**config.mk**
```make
export PLATFORM = sky130hd
export DESIGN_NAME = n_sort_pipe
export DESIGN_NICKNAME = d
export VERILOG_FILES = /design/src/rtl/n_sort_pipe.sv
export SDC_FILE = /design/constraint.sdc
export NUM_CORES = 1
export LEC_CHECK = 0
export CAP_MARGIN = 5
export CORE_UTILIZATION = 25
export DETAILED_ROUTE_END_ITERATION = 16
export DONT_BUFFER_PORTS = 1
export PLACE_DENSITY = 0.39
export SYNTH_ARGS = -nofsm -noshare
export SYNTH_HDL_FRONTEND = slang
export SYNTH_SLANG_ARGS = --single-unit
```
**constraint.sdc**
```tcl
create_clock -name clk -period 5.46 [get_ports clk]
set_input_delay 1.092 -clock clk [delete_from_list [all_inputs] [get_ports clk]]
set_output_delay 1.092 -clock clk [all_outputs]
set_load 0.01 [all_outputs]
```
**src/rtl/n_sort_pipe.sv**
```systemverilog
// Pipelined odd-even transposition sorter with a valid/ready handshake and per-vector asc/desc mode.
// Optional macro SORT_TAG_EN adds index tags that travel with each element (idx_out port).
module n_sort_pipe #(
    parameter int WIDTH = 8,
    parameter int N     = 4,
    parameter int IDXW  = $clog2(N)
) (
    input  logic               clk,
    input  logic               rst_n,
    input  logic [N*WIDTH-1:0] data_in,
    input  logic               desc_in,
    input  logic               valid_in,
    output logic               ready_in,
    output logic [N*WIDTH-1:0] data_out,
    output logic               desc_out,
    output logic               valid_out,
    input  logic               ready_out
`ifdef SORT_TAG_EN
    ,
    output logic [N*IDXW-1:0]  idx_out
`endif
);

    localparam int LAST = N - 1;

    if (N < 2 || N > 16 || IDXW < $clog2(N)) begin : g_bad_param
        $error("n_sort_pipe: N must be 2..16 and IDXW at least clog2(N)");
    end

    logic [WIDTH-1:0] data_q   [N][N];
    logic [WIDTH-1:0] data_d   [N][N];
    logic [WIDTH-1:0] src_data [N][N];
    logic [WIDTH-1:0] lay_data [N][N];
    logic             desc_q   [N];
    logic             desc_d   [N];
    logic             src_desc [N];
    logic             valid_q  [N];
    logic             valid_d  [N];
    logic             src_valid[N];
    logic             advance;
`ifdef SORT_TAG_EN
    logic [IDXW-1:0]  idx_q    [N][N];
    logic [IDXW-1:0]  idx_d    [N][N];
    logic [IDXW-1:0]  src_idx  [N][N];
    logic [IDXW-1:0]  lay_idx  [N][N];
`endif

    // Stage s works on what stage s-1 holds; stage 0 works on the incoming vector.
    always_comb begin
        for (int k = 0; k < N; k++) begin
            src_data[0][k] = data_in[k*WIDTH +: WIDTH];
`ifdef SORT_TAG_EN
            src_idx[0][k] = IDXW'(k);
`endif
        end
        src_desc[0]  = desc_in;
        src_valid[0] = valid_in;
        for (int s = 1; s < N; s++) begin
            src_data[s]  = data_q[s-1];
            src_desc[s]  = desc_q[s-1];
            src_valid[s] = valid_q[s-1];
`ifdef SORT_TAG_EN
            src_idx[s] = idx_q[s-1];
`endif
        end
    end

    // Strict compare-exchange keeps equal values in their original order.
    always_comb begin
        lay_data = src_data;
`ifdef SORT_TAG_EN
        lay_idx = src_idx;
`endif
        for (int s = 0; s < N; s++) begin
            for (int i = 0; i < N - 1; i++) begin
                if ((i % 2) == (s % 2)) begin
                    if (src_desc[s] ? (src_data[s][i] < src_data[s][i+1])
                                    : (src_data[s][i] > src_data[s][i+1])) begin
                        lay_data[s][i]   = src_data[s][i+1];
                        lay_data[s][i+1] = src_data[s][i];
`ifdef SORT_TAG_EN
                        lay_idx[s][i]    = src_idx[s][i+1];
                        lay_idx[s][i+1]  = src_idx[s][i];
`endif
                    end
                end
            end
        end
    end

    always_comb begin
        advance = ~valid_q[LAST] | ready_out;
        for (int s = 0; s < N; s++) begin
            valid_d[s] = advance ? src_valid[s] : valid_q[s];
            desc_d[s]  = advance ? src_desc[s]  : desc_q[s];
            data_d[s]  = advance ? lay_data[s]  : data_q[s];
`ifdef SORT_TAG_EN
            idx_d[s]   = advance ? lay_idx[s]   : idx_q[s];
`endif
        end
    end

    always_ff @(posedge clk or negedge rst_n) begin
        if (!rst_n) begin
            for (int s = 0; s < N; s++) begin
                valid_q[s] <= 1'b0;
                desc_q[s]  <= 1'b0;
                for (int k = 0; k < N; k++) begin
                    data_q[s][k] <= '0;
`ifdef SORT_TAG_EN
                    idx_q[s][k]  <= '0;
`endif
                end
            end
        end else begin
            valid_q <= valid_d;
            desc_q  <= desc_d;
            data_q  <= data_d;
`ifdef SORT_TAG_EN
            idx_q   <= idx_d;
`endif
        end
    end

    always_comb begin
        ready_in  = advance;
        valid_out = valid_q[LAST];
        desc_out  = desc_q[LAST];
        data_out  = '0;
`ifdef SORT_TAG_EN
        idx_out   = '0;
`endif
        for (int k = 0; k < N; k++) begin
            data_out[k*WIDTH +: WIDTH] = data_q[LAST][k];
`ifdef SORT_TAG_EN
            idx_out[k*IDXW +: IDXW] = idx_q[LAST][k];
`endif
        end
    end

endmodule
```
==> results_dict.tcl <==
set metrics [dict create \
    status "complete, no violations" \
    synth-edff-count 0 \
    yosysTopAreaCellShare_pct 42.0 \
    port_buffers 0 \
    wl_met3_um 757 \
    path_clk_slew_ns 0.06 \
    viasPerCell 4.68 \
    slew_headroom_pct 22.5 \
    startpoint "data_q[47]" \
    dp_hpwl_um 14700 \
    path_cells "inv_1, ha_1, and3_4, a221oi_2, nor3_1, a311oi_2, mux2i_1" \
    postCtsHoldBufs 0 \
    die_area_sq_um 33100 \
    drive_above_1_share_pct 5.45 \
    grt_pass1_vias 5903 \
    core_sq_um 31700 \
    post-cts-setup-buffers 0 \
    worst-path-buf-inv 1 \
    wire_per_inst_um 16.5 \
    crit_family "compound AO/OA/AOI/OAI gates" \
    power_leakage_nw 4.17 \
    drt_iter0_markers 331 \
    hold_violations 0 \
    worstMarginPinSlew_ns 1.16 \
    synthTopCellsByArea "dfrtp_1 42%, a21oi_1 13%, mux2i_1 12%" \
    synth_cell_types 28 \
    critPathKind "reg -> reg" \
    fp-row-count 65 \
    post_cts_resize_count 0 \
    die_w_um 182 \
    start_util_pct 25.5 \
    ir_worst_vdd_uv 241 \
    fmax_ghz 0.351 \
    antenna_cells 0 \
    yosys.area.top_type "dfrtp_1" \
    hold_class "in -> async" \
    root_buffer "clkbuf_16" \
    power.density_nw_per_um2 657 \
    gr-total-overflow 0 \
    setup_viol 0 \
    syn-num-nets 993 \
    io_pins 72 \
    rsz0062_at_grt "false" \
    ys_ff_latch 136 \
    syn_area_sq_um 8100 \
    synthCells 908 \
    drv_slew 0 \
    drtPass1Iterations 4 \
    r2r.worst_path.cells 7 \
    fillCellCount 3356 \
    cts.htree.levels 4 \
    yosysSeqAreaShare_pct 42.0 \
    cp.required_ns 5.81 \
    placed_area_sq_um 8220 \
    clock-sinks 136 \
    routabilityCongestion 0.722 \
    antenna_left 0 \
    maxCapViolations 0 \
    slowest_stage "a311oi_2" \
    async_reset_ff_share_pct 100 \
    groute.usage.overall_pct 13.2 \
    finalInstanceArea_sq_um 8830 \
    vias 5925 \
    clockBufferDepth 2 \
    nets 935 \
    fin_crit_sh_pct 52.2 \
    critPathArrivalTime_ns 3.20 \
    yosys_most_used_dff "dfrtp_1" \
    dp_slack_ns 2.32 \
    timing.rr.start "data_q[47]" \
    crit_path_end_kind "flop" \
    tns_ns 0 \
    drc 0 \
    utilization_pct 27.8 \
    cts_made_buffers 17 \
    area_delta_synth_final_pct 8.96 \
    fp.dieH_um 182 \
    wl_met1_um 10500 \
    grt_pass1_wl_um 33900 \
    cp.depth 7 \
    avgSynthCellArea_sq_um 8.92 \
    setup_ws_ns 2.61 \
    cts_tree "yes" \
    topRoutingLayerUsed "met4" \
    period_needed_ns 2.85 \
    fin_skew_ns 0.0199 \
    wl_met2_um 9490 \
    routed_wl_um 20900 \
    ys_top_cells_by_count "208 x a21oi_1, 136 x dfrtp_1, 105 x nand2_1" \
    cpPeakStageDelay_ns 0.93 \
    cp_max_fo 9 \
    grt_start_max_net_pins 137 \
    antenna_found_initial 0 \
    clk_latency_ns 0.44 \
    crit_path_start_kind "flop" \
    ys_warn_count 0 \
    synth.most_common_cell "a21oi_1" \
]
cells by family after synthesis:
kind of cell / Yosys count / synth area share, %
compound gates: 261 / 17.6
simple gates: 230 / 12.9
buf+inv: 137 / 8.22
flops: 136 / 42.0
mux: 96 / 11.9
fa+ha+maj: 48 / 7.41
registers in the layout, indices dropped and copies added, names as in the netlist:
| register | flops |
|---|---|
| desc_q | 3 |
| src_valid | 3 |
| data_out | 32 |
| data_q | 96 |
| valid_out | 1 |
| desc_out | 1 |
cell usage in the layout, fill, tap and decap left out, types with 2 or more instances in the layout:
cell        Yosys  routed
a211o_1         5       5
a211oi_1       11       8
a211oi_2        0       3
a21o_1          7       7
a21oi_1       208     208
and2_1         48      48
buf_4          33       8
bufinv_16       0       3
clkbuf_16       0      17
clkinv_2        0       2
clkinv_4        0       5
clkinvlp_4      0       3
dfrtp_1       136     136
ha_1           48      48
inv_1          52      51
mux2i_1        96      96
nand2_1       105     105
nand4_1        12      12
nor2_1         54      54
nor2b_1         7       6
o211a_1         5       5
o211ai_1        6       6
o21ai_0        16      16
report_power, final:
group          internal (W)  switching [W]  leakage (nW)  total [W]
Sequential          0.00149       0.000484          1.67    0.00198
Combinational       0.00112        0.00151          2.21    0.00263
Clock              0.000721       0.000481         0.286    0.00120
metrics by stage:
stage	cells	total power, W	hold slack [ns]
2_1_floorplan	908	0.00414	0.430
3_5_place_dp	1233	0.00467	0.455
5_1_grt	1265	0.00634	0.344
3_3_place_gp	1233	0.00465	0.455
4_1_cts	1265	0.00591	0.349
6_report	1265	0.00580	0.360
routing by layer:
layer  up-vias  GRT usage, %
met5         -             0
met4         0          3.13
met3        10          3.21
met2        93          20.2
met1      2836          18.6
li1       2986             -
path summary, 6_finish.rpt:
kind	end	slack, ns
worst max-delay path	data_out[8]	2.61
worst min-delay path	data_out[27]	0.36
worst max register to register	data_out[8]	2.61
worst min register to register	valid_out	0.47
max in group asynchronous	data_q[87]	4.75
min in group clk	valid_out	0.47
final cells by class:
cell class	instances	area, sq um	area share (%)
Clock buffer	18	429	4.86
Multi-Input combinational cell	635	4060	46.0
Inverter	52	195	2.21
Tap cell	402	503	5.70
Sequential cell	136	3400	38.5
Clock inverter	14	175	1.98
Timing Repair Buffer	8	60.1	0.680
(Power assumes the default switching activity.)
